**src/rtl/cpu_writeback_if.sv**
```systemverilog
// Retire handshake plus register-file write port of the writeback block.
interface cpu_writeback_if #(
  parameter int DATA_W = 32,
  parameter int IDX_W  = 4
);
  logic              valid_i;
  logic              ready_o;
  logic              wr_a_en_i;
  logic [IDX_W-1:0]  wr_a_index_i;
  logic [DATA_W-1:0] wr_a_value_i;
  logic              wr_b_en_i;
  logic [IDX_W-1:0]  wr_b_index_i;
  logic [DATA_W-1:0] wr_b_value_i;
  logic              write_enable_o;
  logic [IDX_W-1:0]  reg_write_index_o;
  logic [DATA_W-1:0] value_o;
  logic [15:0]       pending_mask_o;
  logic              idle_o;

  modport master (
    output valid_i, wr_a_en_i, wr_a_index_i, wr_a_value_i,
           wr_b_en_i, wr_b_index_i, wr_b_value_i,
    input  ready_o, write_enable_o, reg_write_index_o, value_o,
           pending_mask_o, idle_o
  );

  modport slave (
    input  valid_i, wr_a_en_i, wr_a_index_i, wr_a_value_i,
           wr_b_en_i, wr_b_index_i, wr_b_value_i,
    output ready_o, write_enable_o, reg_write_index_o, value_o,
           pending_mask_o, idle_o
  );
endinterface

```
**src/rtl/cpu_wb_fifo.sv**
```systemverilog
// Dual-push / single-pop circular buffer; pops every cycle it is non-empty
// because the register-file write port never stalls.
module cpu_wb_fifo #(
  parameter  int DEPTH  = 4,
  parameter  int DATA_W = 32,
  parameter  int IDX_W  = 4,
  localparam int PTR_W  = $clog2(DEPTH),
  localparam int CNT_W  = PTR_W + 1
) (
  input  logic                          clk,
  input  logic                          rst_n,
  input  logic [1:0]                    push_cnt,
  input  logic [1:0][IDX_W-1:0]         push_idx,
  input  logic [1:0][DATA_W-1:0]        push_val,
  output logic [CNT_W-1:0]              count,
  output logic [IDX_W-1:0]              head_idx,
  output logic [DATA_W-1:0]             head_val,
  output logic [DEPTH-1:0]              ent_vld,
  output logic [DEPTH-1:0][IDX_W-1:0]   ent_idx
);
  logic [DEPTH-1:0][IDX_W-1:0]  idx_q;
  logic [DEPTH-1:0][DATA_W-1:0] val_q;
  logic [PTR_W-1:0]             rptr, wptr, wptr1;
  logic                         pop;

  assign pop   = (count != '0);
  assign wptr1 = wptr + PTR_W'(1);

  // Storage is not reset; ent_vld alone decides what is live.
  always_ff @(posedge clk) begin
    if (push_cnt != 2'd0) begin
      idx_q[wptr] <= push_idx[0];
      val_q[wptr] <= push_val[0];
    end
    if (push_cnt == 2'd2) begin
      idx_q[wptr1] <= push_idx[1];
      val_q[wptr1] <= push_val[1];
    end
  end

  // Push slots never alias the popped slot: a push needs two free entries.
  always_ff @(posedge clk or negedge rst_n) begin
    if (!rst_n) begin
      rptr    <= '0;
      wptr    <= '0;
      count   <= '0;
      ent_vld <= '0;
    end else begin
      if (pop) begin
        ent_vld[rptr] <= 1'b0;
        rptr          <= rptr + PTR_W'(1);
      end
      if (push_cnt != 2'd0) ent_vld[wptr]  <= 1'b1;
      if (push_cnt == 2'd2) ent_vld[wptr1] <= 1'b1;
      wptr  <= wptr + PTR_W'(push_cnt);
      count <= count + CNT_W'(push_cnt) - CNT_W'(pop);
    end
  end

  assign head_idx = idx_q[rptr];
  assign head_val = val_q[rptr];
  assign ent_idx  = idx_q;
endmodule

```
**src/rtl/cpu_writeback.sv**
```systemverilog
// Writeback initiator: queues up to two register writes per retiring
// instruction and drains them to the register file one per cycle.
module cpu_writeback #(
  parameter int DEPTH  = 4,
  parameter int DATA_W = 32,
  parameter int IDX_W  = 4
) (
  input  logic             clk_i,
  input  logic             rst_i,
  cpu_writeback_if.slave   bus
);
  localparam int CNT_W = $clog2(DEPTH) + 1;

  logic [CNT_W-1:0]             count;
  logic                         ready, accept, busy;
  logic [1:0]                   push_cnt;
  logic [1:0][IDX_W-1:0]        push_idx;
  logic [1:0][DATA_W-1:0]       push_val;
  logic [IDX_W-1:0]             head_idx;
  logic [DATA_W-1:0]            head_val;
  logic [DEPTH-1:0]             ent_vld;
  logic [DEPTH-1:0][IDX_W-1:0]  ent_idx;
  logic [15:0]                  mask;

  // Room for a full pair is required regardless of what is offered.
  assign ready  = (count <= CNT_W'(DEPTH - 2));
  assign accept = bus.valid_i && ready;
  assign busy   = (count != '0);

  // Pack enabled writes into consecutive slots, A ahead of B.
  always_comb begin
    push_cnt = 2'd0;
    push_idx = '0;
    push_val = '0;
    if (accept) begin
      if (bus.wr_a_en_i) begin
        push_idx[0] = bus.wr_a_index_i;
        push_val[0] = bus.wr_a_value_i;
        if (bus.wr_b_en_i) begin
          push_idx[1] = bus.wr_b_index_i;
          push_val[1] = bus.wr_b_value_i;
          push_cnt    = 2'd2;
        end else begin
          push_cnt    = 2'd1;
        end
      end else if (bus.wr_b_en_i) begin
        push_idx[0] = bus.wr_b_index_i;
        push_val[0] = bus.wr_b_value_i;
        push_cnt    = 2'd1;
      end
    end
  end

  cpu_wb_fifo #(.DEPTH(DEPTH), .DATA_W(DATA_W), .IDX_W(IDX_W)) u_fifo (
    .clk      (clk_i),
    .rst_n    (rst_i),
    .push_cnt (push_cnt),
    .push_idx (push_idx),
    .push_val (push_val),
    .count    (count),
    .head_idx (head_idx),
    .head_val (head_val),
    .ent_vld  (ent_vld),
    .ent_idx  (ent_idx)
  );

  always_comb begin
    mask = '0;
    for (int i = 0; i < DEPTH; i++)
      if (ent_vld[i]) mask[ent_idx[i]] = 1'b1;
  end

  assign bus.ready_o           = ready;
  assign bus.idle_o            = !busy;
  assign bus.write_enable_o    = busy;
  assign bus.reg_write_index_o = busy ? head_idx : '0;
  assign bus.value_o           = busy ? head_val : '0;
  assign bus.pending_mask_o    = mask;
endmodule
```
**src/flat_wrapper.sv**
```systemverilog
// flat-port wrapper written by rule: the top's interface ports become plain ports
module cpu_writeback_flat 
#(
  parameter int DEPTH  = 4,
  parameter int DATA_W = 32,
  parameter int IDX_W  = 4
)
  (clk_i, rst_i, bus_valid_i, bus_wr_a_en_i, bus_wr_a_index_i, bus_wr_a_value_i, bus_wr_b_en_i, bus_wr_b_index_i, bus_wr_b_value_i, bus_ready_o, bus_write_enable_o, bus_reg_write_index_o, bus_value_o, bus_pending_mask_o, bus_idle_o);
  cpu_writeback_if #(.DATA_W(DATA_W), .IDX_W(IDX_W)) bus_i ();
  input  logic clk_i;
  input  logic rst_i;
  input wire logic [$bits(bus_i.valid_i)-1:0] bus_valid_i;
  input wire logic [$bits(bus_i.wr_a_en_i)-1:0] bus_wr_a_en_i;
  input wire logic [$bits(bus_i.wr_a_index_i)-1:0] bus_wr_a_index_i;
  input wire logic [$bits(bus_i.wr_a_value_i)-1:0] bus_wr_a_value_i;
  input wire logic [$bits(bus_i.wr_b_en_i)-1:0] bus_wr_b_en_i;
  input wire logic [$bits(bus_i.wr_b_index_i)-1:0] bus_wr_b_index_i;
  input wire logic [$bits(bus_i.wr_b_value_i)-1:0] bus_wr_b_value_i;
  output wire logic [$bits(bus_i.ready_o)-1:0] bus_ready_o;
  output wire logic [$bits(bus_i.write_enable_o)-1:0] bus_write_enable_o;
  output wire logic [$bits(bus_i.reg_write_index_o)-1:0] bus_reg_write_index_o;
  output wire logic [$bits(bus_i.value_o)-1:0] bus_value_o;
  output wire logic [$bits(bus_i.pending_mask_o)-1:0] bus_pending_mask_o;
  output wire logic [$bits(bus_i.idle_o)-1:0] bus_idle_o;
  assign bus_i.valid_i = bus_valid_i;
  assign bus_i.wr_a_en_i = bus_wr_a_en_i;
  assign bus_i.wr_a_index_i = bus_wr_a_index_i;
  assign bus_i.wr_a_value_i = bus_wr_a_value_i;
  assign bus_i.wr_b_en_i = bus_wr_b_en_i;
  assign bus_i.wr_b_index_i = bus_wr_b_index_i;
  assign bus_i.wr_b_value_i = bus_wr_b_value_i;
  assign bus_ready_o = bus_i.ready_o;
  assign bus_write_enable_o = bus_i.write_enable_o;
  assign bus_reg_write_index_o = bus_i.reg_write_index_o;
  assign bus_value_o = bus_i.value_o;
  assign bus_pending_mask_o = bus_i.pending_mask_o;
  assign bus_idle_o = bus_i.idle_o;
  cpu_writeback #(.DEPTH(DEPTH), .DATA_W(DATA_W), .IDX_W(IDX_W)) u_core (.clk_i(clk_i), .rst_i(rst_i), .bus(bus_i));
endmodule
```
**config.mk**
```make
export PLATFORM = sky130hd
export DESIGN_NAME = cpu_writeback_flat
export DESIGN_NICKNAME = d
export VERILOG_FILES = /design/src/rtl/cpu_writeback_if.sv /design/src/rtl/cpu_wb_fifo.sv /design/src/rtl/cpu_writeback.sv /design/src/flat_wrapper.sv
export SDC_FILE = /design/constraint.sdc
export NUM_CORES = 1
export LEC_CHECK = 0
export ABC_AREA = 1
export BUFFER_PORTS_ARGS = -buffer_cell sky130_fd_sc_hd__buf_2
export CAP_MARGIN = 20
export CORE_MARGIN = 1
export CORE_UTILIZATION = 30
export CTS_CLUSTER_DIAMETER = 30
export CTS_CLUSTER_SIZE = 40
export DETAILED_ROUTE_END_ITERATION = 10
export HOLD_SLACK_MARGIN = 0.06
export PLACE_DENSITY_LB_ADDON = 0.12
export SETUP_SLACK_MARGIN = 0.5
export SYNTH_ARGS = -nofsm -noshare
export SYNTH_HDL_FRONTEND = slang
export SYNTH_SLANG_ARGS = --single-unit
```
**constraint.sdc**
```tcl
create_clock -name clk_i -period 1.95 [get_ports clk_i]
set_input_delay 0.195 -clock clk_i [delete_from_list [all_inputs] [get_ports clk_i]]
set_output_delay 0.195 -clock clk_i [all_outputs]
set_load 0.02 [all_outputs]
```
======== Yosys cells after proc, flatten, opt, wreduce, memory -nomap -nowiden ========
Cells that the tools add are included.
cells by class
  $add $sub $neg .......................... 5
  magnitude comparators ................... 15
  equal/unequal tests ..................... 1
  multiplexer cells ....................... 55
  bitwise operators ....................... 7
  reductions and logical operators ........ 11
operators by type and width
  cell                                                  number
  bitwise mux 128 bit                                   2
  two-way mux 128 bit                                   2
  two-way mux 32 bit                                    7
  demux 32 bit (select 2 bit)                           2
  two-way mux 16 bit                                    6
  binary-select mux 32 bit (select 2 bit)               1
  two-way mux 64 bit                                    1
  bitwise OR 16 bit                                     3
  two-way mux 4 bit                                     10
  bitwise mux 16 bit                                    2
  < comparator 4 x 5 -> 1 bit (second input constant)   4
  demux 1 bit (select 4 bit)                            4
  demux 4 bit (select 2 bit)                            2
  >= comparator 4 x 1 -> 1 bit (second input constant)  4
  < comparator 2 x 3 -> 1 bit (second input constant)   3
  binary-select mux 4 bit (select 2 bit)                1
  logical AND 1 bit                                     8
  two-way mux 1 bit                                     8
  two-way mux 8 bit                                     1
  bitwise OR 4 bit                                      2
  demux 1 bit (select 2 bit)                            3
  >= comparator 2 x 1 -> 1 bit (second input constant)  3
  two-way mux 2 bit                                     3
  adder 2 x 1 -> 2 bit (second input constant)          2
  other kinds (10)                                      10
storage, ports and cells
  register bits ........................... 155
  bits of input ports ..................... 77
  output and inout port bits .............. 55

======== Longest topological paths before layout ========
Gate-level depths: netlist (run 1).
  depth in word-level cells ............... 11
  mapped depth ............................ 11
  mapped depth without buffers ............ 10

======== Modules after synthesis ========
From an unflattened synthesis (run 1), not the netlist that was laid out.
second synthesis, totals
  cells, all modules ...................... 1,859
  area, all modules ....................... 10,839.1 µm²
modules (own cells, without submodules)
  module         instances  cells an instance  area an instance (µm²)  sequential area each (µm²)
  cpu_wb_fifo    1          1,388              8,650.8                 3,158.0
  cpu_writeback  1          471                2,188.3                 0.0

======== Worst setup path after synthesis (run 1) ========
OpenSTA, ideal clock, no wires.
  path type ............................... reg-to-reg
  start point ............................. register u_core.u_fifo.count[1]
  end point ............................... register u_core.u_fifo.count[2]
  setup time .............................. 126 ps
  arrival time ............................ 2,101 ps
  data required time ...................... 1,824 ps
  setup slack ............................. -277 ps
  cell stages (with the launch flop) ...... 11
  path buffers ............................ 0
  clock period less this slack ............ 2,227 ps
  path through ............................ dfrtp_1 > nor2_1 > inv_1 > nor2_1 > inv_1 > ha_1 > inv_1 > ha_1 > fa_1 > xnor2_1 > xor2_1
on the way
  elaborated cells between the ends (all ways) .. 6
  classes of those cells .................. add/sub (2); order compare (1); mux (1); reduce/logical (2)
RTL lines
  what                       RTL line            text
  start, declared            cpu_wb_fifo.sv:15   output logic [CNT_W-1:0] count,
  start signal, assigned     cpu_wb_fifo.sv:56   count <= count + CNT_W'(push_cnt) - CNT_W'(pop);
  nonzero test 3 bit         --
  net bus_write_enable_o     flat_wrapper.sv:20  output wire logic [$bits(bus_i.write_enable_o)-1:0] bus_write_enable_o;
  subtractor 3 x 1 -> 3 bit  cpu_wb_fifo.sv:56
The timed path passes the listed nets, and every way through them passes these cells.
A chain may end at the register's enable or synchronous reset.

======== Worst setup path in the final report (run 1) ========
  start point ............................. register u_core.u_fifo.rptr[0]
  end point ............................... output bus_value_o[20]
on the way
  word-level cells in the longest chain between the ends .. 3
RTL lines
  what                                      RTL line             text
  start, declared                           cpu_wb_fifo.sv:23    logic [PTR_W-1:0] rptr, wptr, wptr1;
  start signal, assigned                    cpu_wb_fifo.sv:51    rptr <= rptr + PTR_W'(1);
  binary-select mux 32 bit (select 2 bit)   cpu_wb_fifo.sv:61    assign head_val = val_q[rptr];
  two-way mux 32 bit (not written as such)  cpu_wb_fifo.sv:61
  two-way mux 32 bit                        cpu_writeback.sv:77  assign bus.value_o = busy ? head_val : '0;
  end, declared                             flat_wrapper.sv:22   output wire logic [$bits(bus_i.value_o)-1:0] bus_value_o;
Every way passes these cells. The select of a mux whose other input is x is not followed.

==> summary.md, run 1 <==
| Metric | Value |
|---|---|
| IO Pins | `132` |
| Via density per instance | `5.37` |
| Count of cell types in the netlist | `34` |
| Finished Layout Cells | `2490` |
| Register area share after synthesis | `30.5%` |
| Avg Inst Size Synth | `5.77 µm²` |
| DR pass1 iterations | `5` |
| Rel. slew slack | `62.7%` |
| Crit path max fanout | `7` |
| GR Overflow Total | `0` |
| Clock Path Buffers | `2` |
| CP Data Required Time | `1.75 ns` |
| Port buffer count | `131` |
| Worst Max-Slew Pin Slew | `0.559 ns` |
| Setup crit start kind | `flip-flop` |
| Worst Skew | `0.0228 ns` |
| Pins Over Slew Limit | `0` |
| Final Power | `30.5 mW` |
| Syn nets | `1882` |
| RSZ-0062 raised after global routing | `yes` |
| Area Growth Syn to Fin | `79.5%` |
| Final core utilization | `55.0%` |
| Status | `complete, but fails checks` |
| Synth top area share | `27.8%` |
| CP Class | `reg2out` |
| Failing checks | `negative setup slack` |
| CP arrival | `1.86 ns` |
| Vias in the first global route | `12.7k` |
| Final setup margin | `-0.100 ns` |
| Pre-CTS setup slack | `-0.0446 ns` |
| WL per Instance | `22.3 µm` |
| NumNets Final | `2115` |
| H-tree Lvls | `4` |
| Initial detailed-routing violation count | `1201` |
| DP HPWL | `27.3 mm` |
| Drc violations | `0` |
| N_diodes | `0` |
| Pwr dens | `1640 nW/µm²` |
| Warnings from Yosys | `0` |
| TritonCTS Buffers | `17` |
| Row cnt | `67` |
| Core Area | `33800 µm²` |
| Fin crit share | `105%` |
| Syn Inst Count | `1796` |
| Chip Height | `188 µm` |
| Max frequency | `488 MHz` |
| Pin count of the biggest net entering global routing | `42` |
| Crit end category | `primary output` |
| GP Congestion | `0.862` |
| Max Cap Viol | `0` |
| Die area | `35300 µm²` |
| FF+latch count, synth | `155` |
| Remaining antenna violation count | `0` |
| Synthesized area | `10400 µm²` |
| Starting Density | `30.7%` |
| Synth area leader | `dfxtp_1` |
| Antenna violations before repair | `0` |
| CTS tree | `done` |
| Leakage | `8.81 nW` |
| Clock root buffer | `clkbuf_16` |
| Vias | `13.4k` |
| First-pass GRT wire length | `77.1 mm` |
| Hold crit path type | `in2reg` |
| Die Wd | `188 µm` |
| GRT Resource Usage Total | `28.9%` |
| Final setup fails | `90` |
| WL final | `55.5 mm` |
| Clock Latency Late Sink | `0.44 ns` |
| Clk sinks | `155` |
| Clock Pin Slew Worst Setup and Hold Paths | `0.08 ns` |
| Final hold vios | `0` |
| Inst Count DP | `2330` |
| Layout cell share with drive strength beyond 1 | `47.1%` |
| Synth top area cells | `dfxtp_1, nand2_1, nand3_1` |
| Peak supply drop | `1.09 mV` |
| Tmin final | `2.05 ns` |
-- logic make-up (layout without fill, tap and decap cells) --
| family | after synthesis | in the layout | synth area share, % |
|---|---|---|---|
| AND/OR/NAND/NOR | 1041 | 1042 | 42.2 |
| adder cells (fa/ha/maj) | 9 | 9 | 1.16 |
| AO/OA/AOI/OAI | 215 | 215 | 11.4 |
| XOR/XNOR | 5 | 5 | 0.423 |
| flip-flops | 155 | 155 | 30.5 |
| buffers and inverters | 371 | 616 | 14.3 |
-- final timing paths --
kind                                                       to  slack, ns                         startpoint  depth (start not counted)
max                                           bus_value_o[20]      -0.10  u_core.u_fifo.rptr[0]$_DFFE_PN0N_                          7
max in group asynchronous  u_core.u_fifo.ent_vld[2]$_DFF_PN0_       1.47                              rst_i                          2
min in group asynchronous    u_core.u_fifo.count[2]$_DFF_PN0_       0.19                              rst_i                          2
min reg2reg                   u_core.u_fifo.val_q[25]$_DFF_P_       0.54    u_core.u_fifo.val_q[25]$_DFF_P_                          4
min                           u_core.u_fifo.val_q[31]$_DFF_P_       0.14               bus_wr_b_value_i[31]                          5
max reg2reg                  u_core.u_fifo.ent_idx[8]$_DFF_P_      -0.08   u_core.u_fifo.count[0]$_DFF_PN0_                         12
-- layout make-up --
cell class / instances / area [µm²]
Clock buffer: 19 / 443
Clock inverter: 13 / 129
Fill cell: 3092 / 15200
Inverter: 250 / 986
Multi-Input combinational cell: 1271 / 8980
Sequential cell: 155 / 3220
Tap cell: 448 / 561
Timing Repair Buffer: 334 / 4280
-- sequential cells by signal, indices dropped and copies added (netlist names) --
signal / cells
u_core.u_fifo.count: 3
u_core.u_fifo.ent_idx: 16
u_core.u_fifo.ent_vld: 4
u_core.u_fifo.rptr: 2
u_core.u_fifo.val_q: 128
u_core.u_fifo.wptr: 2
-- cells in the final DEF, fill, tap and decap left out, drive strengths merged, types with 2 or more instances in the layout --
cell      synthesis  routed
a21boi            3       3
a21oi           106     106
buf              74     321
bufbuf            0       3
clkbuf           47      28
clkinv            3       2
clkinvlp          0       6
dfrtp            11      11
dfxtp           144     144
ha                8       8
inv             247     254
nand2           595     596
nand3           295     295
nand3b            6       6
nand4             2       2
nor2            132     132
nor3              4       4
o211ai           13      13
o21ai            74      74
o221ai           12      12
o22a              4       4
or2               7       7
xnor2             2       2
xor2              3       3
-- layer usage --
| layer | GRT usage, % | part of all wire [%] |
|---|---|---|
| met4 | 10.1 | 3.9 |
| met2 | 47.9 | 47 |
| met5 | 0 | 0 |
| met1 | 38.1 | 41 |
| met3 | 4.21 | 8.2 |
-- power by group --
part / total (mW) / switching (mW) / internal (mW) / leakage, nW
Clock: 3.42 / 1.60 / 1.82 / 0.266
Combinational: 21.0 / 12.0 / 9.01 / 7.20
Sequential: 6.10 / 1.24 / 4.86 / 1.34
-- repair_timing --
action / 4_1_cts / 5_1_grt
gates resized for setup: 564 / 373
pin swaps: 151 / 170
endpoints found under the setup margin: 207 / 209
hold endpoints to repair: 11 / 0
hold buffers: 1 / 0
buffers inserted: 47 / 25
cloned: 42 / 13
-- Yosys cell counts --
library cell and instances:
o2111ai_1 1, xnor2_1 2, o221ai_1 12, inv_1 240, clkinv_1 3, nor2_2 10
dfrtp_1 11, nor3_1 4, nand4_2 1, o211ai_1 13, a21boi_0 3, nand3_1 294
nand3_2 1, fa_1 1, dfxtp_1 144, clkbuf_1 47, nand4_1 1, or2_2 6
o22a_1 4, nand2_1 590, nor2_1 122, nand2_2 5, buf_2 34, buf_1 28
o22ai_1 1, a21oi_1 106, inv_2 7, xor2_1 3, o21ai_0 74, ha_1 8
buf_4 12, or2_0 1, nand3b_1 6, o311ai_0 1
-- worst max-delay path, stage by stage, from the launching register on --
cell and delay, ns:
dfrtp_2 0.48, buf_6 0.18, clkbuf_16 0.18, nor2_4 0.03
nor2_2 0.12, o21ai_2 0.08, a21oi_4 0.19, buf_6 0.14
-- metrics by stage --
| stage | hold WS, ns | instance area [µm²] | setup TNS, ns |
|---|---|---|---|
| finish | 0.142 | 18600 | -2.68 |
| global route | 0.153 | 18600 | -13.50 |
| detailed placement | 0.107 | 12400 | -0.0446 |
| CTS | 0.139 | 16700 | -2.02 |
| global placement | 0.105 | 12400 | -0.0291 |
| floorplan | -0.101 | 10900 | -0.0299 |
(Power assumes the default switching activity.)
==> inputs of run 2 (changes only) <==
--- a/config.mk
+++ b/config.mk
@@ -5,7 +5,6 @@
 export SDC_FILE = /design/constraint.sdc
 export NUM_CORES = 1
 export LEC_CHECK = 0
-export ABC_AREA = 1
 export BUFFER_PORTS_ARGS = -buffer_cell sky130_fd_sc_hd__buf_2
 export CAP_MARGIN = 20
 export CORE_MARGIN = 1
==> constraint.sdc (replaced) <==
create_clock -name clk_i -period 1.6 [get_ports clk_i]
set_input_delay 0.16 -clock clk_i [delete_from_list [all_inputs] [get_ports clk_i]]
set_output_delay 0.16 -clock clk_i [all_outputs]
set_load 0.02 [all_outputs]
==> run 2 against run 1 <==
- the run still ends with negative setup slack left
- non-clock buffer count increased by 32
- clock skew shrank 0.012 ns
- combinational power decreased by 30%
- die area shrank 9.4%
- wire length decreased by 38%
- synthesized cell count shrank 52%
- area after synthesis shrank 9.5%
- critical endpoint is now bus_value_o[25]
- largest power group unchanged
==> summary.md, run 2 <==
| Metric | Value |
|---|---|
| Core Area | `30700 µm²` |
| Worst reg2reg endpoint | `u_core.u_fifo.val_q[27]$_DFF_P_` |
| Clock Path Buffers | `2` |
| Initial detailed-routing violation count | `424` |
| Pins Over Slew Limit | `0` |
| Max Cap Viol | `0` |
| Final hold slack | `0.0783 ns` |
| Reg2reg path depth | `11` |
| Chip Height | `179 µm` |
| First-pass GRT wire length | `50.7 mm` |
| Warnings from Yosys | `0` |
| Ys async rst share | `7.10%` |
| Cell repeated most along the worst path | `buf_6` |
| Vias in the first global route | `8094` |
| Setup crit start kind | `flip-flop` |
| CP Cell Sequence | `buf_4 -> buf_6 -> buf_12 -> mux4_2 -> and2_4 -> buf_6` |
| Crit end category | `primary output` |
| Fillers | `2780` |
| GRT Resource Usage Total | `21.8%` |
| Die area | `32000 µm²` |
| Crit. Startpoint | `u_core.u_fifo.rptr[0]$_DFFE_PN0N_` |
| Via density per instance | `5.02` |
| Failing checks | `negative setup slack` |
| EDFF count, synth | `0` |
| FF+latch count, synth | `155` |
| Syn Inst Count | `868` |
| Fin crit share | `134%` |
| Final hold vios | `0` |
| DP Area | `11300 µm²` |
| Top FF cell, synth | `dfxtp_1` |
| Most flop-heavy register | `u_core.u_fifo.val_q` |
| Most frequent cells in the layout | `mux2i_1, dfxtp_1, buf_6` |
| Most common cell after layout, fill and taps aside | `mux2i_1` |
| Clk sinks | `155` |
| GR Overflow Total | `0` |
| Peak supply drop | `0.924 mV` |
| WL per Instance | `21.6 µm` |
| CP Data Required Time | `1.44 ns` |
| Clock Pin Slew Worst Setup and Hold Paths | `0.06 ns` |
| Port buffer count | `131` |
| Tmin final | `2.15 ns` |
| WL final | `34.5 mm` |
| Max frequency | `465 MHz` |
| Worst setup path endpoint | `bus_value_o[25]` |
| Area Growth Syn to Fin | `60.8%` |
| Synth top area share | `30.7%` |
| Layout cell share with drive strength beyond 1 | `47.7%` |
| CTS tree | `done` |
| Clock Latency Late Sink | `0.43 ns` |
| IO Pins | `132` |
| Crit path max fanout | `8` |
| Pin count of the biggest net entering global routing | `46` |
| Remaining antenna violation count | `0` |
| NumNets Final | `1271` |
| Status | `complete, but fails checks` |
| Reg2reg start | `u_core.u_fifo.count[2]$_DFF_PN0_` |
| Cell count along the critical path | `6` |
| Synth area leader | `dfxtp_1` |
| Finished Layout Cells | `1594` |
| Fin area | `15100 µm²` |
| Worst Skew | `0.0108 ns` |
| GP Congestion | `0.806` |
| DR pass1 iterations | `7` |
| DP HPWL | `19.0 mm` |
| Clock root buffer | `clkbuf_16` |
| Synthesized area | `9380 µm²` |
| Reg2Reg Setup Slack | `-0.52 ns` |
| N_diodes | `0` |
| Top cells by count, synth | `mux2i_1, dfxtp_1, nand2_1` |
| Inst Count DP | `1426` |
| Number of flip-flops in the largest register | `128` |
| Pre-CTS setup slack | `-0.374 ns` |
| Crit-path max cell delay | `0.51 ns` |
| Final Power | `25.9 mW` |
| Final setup margin | `-0.550 ns` |
| Starting Density | `30.6%` |
| Rel. slew slack | `36.0%` |
| Vias | `8008` |
| Syn nets | `954` |
| Most instantiated library cell after synthesis | `mux2i_1` |
| Sequential Area | `3200 µm²` |
| Pwr dens | `1720 nW/µm²` |
| Register area share after synthesis | `33.7%` |
| CP Class | `reg2out` |
| WP buf/inv | `4` |
| Worst path slowest cell | `mux4_2` |
| Synth top area cells | `dfxtp_1, mux2i_1, mux4_2` |
| H-tree Lvls | `4` |
| CP arrival | `1.99 ns` |
| Area of the multi-input gates | `6470 µm²` |
| Hold crit path type | `in2reg` |
| Worst Max-Slew Pin Slew | `0.960 ns` |
| Die Wd | `179 µm` |
| Count of cell types in the netlist | `53` |
| Leakage | `5.56 nW` |
| Row cnt | `64` |
| RSZ-0062 raised after global routing | `yes` |
| Antenna violations before repair | `0` |
| Final setup fails | `206` |
| Delay-heaviest family, CP | `multiplexers` |
| TritonCTS Buffers | `17` |
| Drc violations | `0` |
| Avg Inst Size Synth | `10.8 µm²` |
run 2: cell types whose count changed after synthesis, moves of 36 or more:
cell / previous run / this run
a21oi_1: 106 / 2
nand2_1: 590 / 89
o21ai_0: 74 / 0
mux4_2: 0 / 36
nor2_1: 122 / 12
mux2i_1: 0 / 288
inv_1: 240 / 7
o21ai_1: 0 / 37
and2_1: 0 / 37
nand3_1: 294 / 38
run 2: worst reg2reg max path: stages (launching register included):
cell	delay, ns
dfrtp_1	0.39
buf_6	0.12
nand2b_4	0.15
buf_12	0.14
buf_6	0.11
nor4b_4	0.26
buf_6	0.15
buf_6	0.09
buf_12	0.11
buf_16	0.13
mux2i_1	0.21
mux2i_1	0.12
run 2: logic make-up (layout without fill, tap and decap cells):
kind of cell / Yosys count / after routing / share of synthesized area (%)
adder cells (fa/ha/maj): 9 / 9 / 1.28
buffers and inverters: 76 / 406 / 6.44
XOR/XNOR: 5 / 5 / 0.467
AND/OR/NAND/NOR: 223 / 223 / 13.3
multiplexers: 324 / 324 / 39.4
flip-flops: 155 / 155 / 33.7
AO/OA/AOI/OAI: 76 / 76 / 5.42
run 2: through the flow:
stage / util [%] / setup TNS (ns)
floorplan: - / -21.40
CTS: 47.9 / -82.68
global placement: 37.0 / -48.13
finish: 49.2 / -84.22
detailed placement: 37.0 / -49.14
global route: 49.2 / -99.07
run 2: repair_timing:
item                                   in CTS  in global routing
resized for setup                         297                 40
cloned                                     31                  3
hold buffers                               27                  0
endpoints found under the hold margin      92                  0
setup endpoints to repair                 210                210
pin swaps                                  58                 21
buffers inserted                           60                 15
run 2: final cells by class:
class,instances,area share (%)
flip-flops and latches,155,21.2
inverters,8,0.299
clock inverters,11,0.871
well taps,396,3.28
clock buffers,21,3.19
multi-input cells,637,42.9
repair buffers,366,28.2
run 2: power by group:
part | internal [mW] | switching, mW
Combinational | 8.23 | 6.34
Clock | 2.50 | 1.80
Sequential | 5.66 | 1.39
run 2: routing by layer:
metal | vias to the layer above | GRT usage (%) | routed length [µm]
li1 | 3845 | - | -
met1 | 3955 | 28.8 | 15600
met2 | 174 | 37.2 | 17100
met3 | 34 | 2.57 | 1130
met4 | 0 | 5.65 | 592
met5 | - | 0 | 0
run 2: worst min path at each step:
stage	start	to	slack, ns	cells past startpoint
after global placement	rst_i	u_core.u_fifo.count[1]$_DFF_PN0_	0.06	1
after floorplan	rst_i	u_core.u_fifo.count[0]$_DFF_PN0_	-0.14	0
after detailed placement	rst_i	u_core.u_fifo.count[1]$_DFF_PN0_	0.06	1
after global routing	bus_wr_b_value_i[22]	u_core.u_fifo.val_q[86]$_DFF_P_	0.08	3
after CTS	bus_wr_b_value_i[7]	u_core.u_fifo.val_q[103]$_DFF_P_	0.06	3
final	bus_wr_b_value_i[31]	u_core.u_fifo.val_q[127]$_DFF_P_	0.08	3
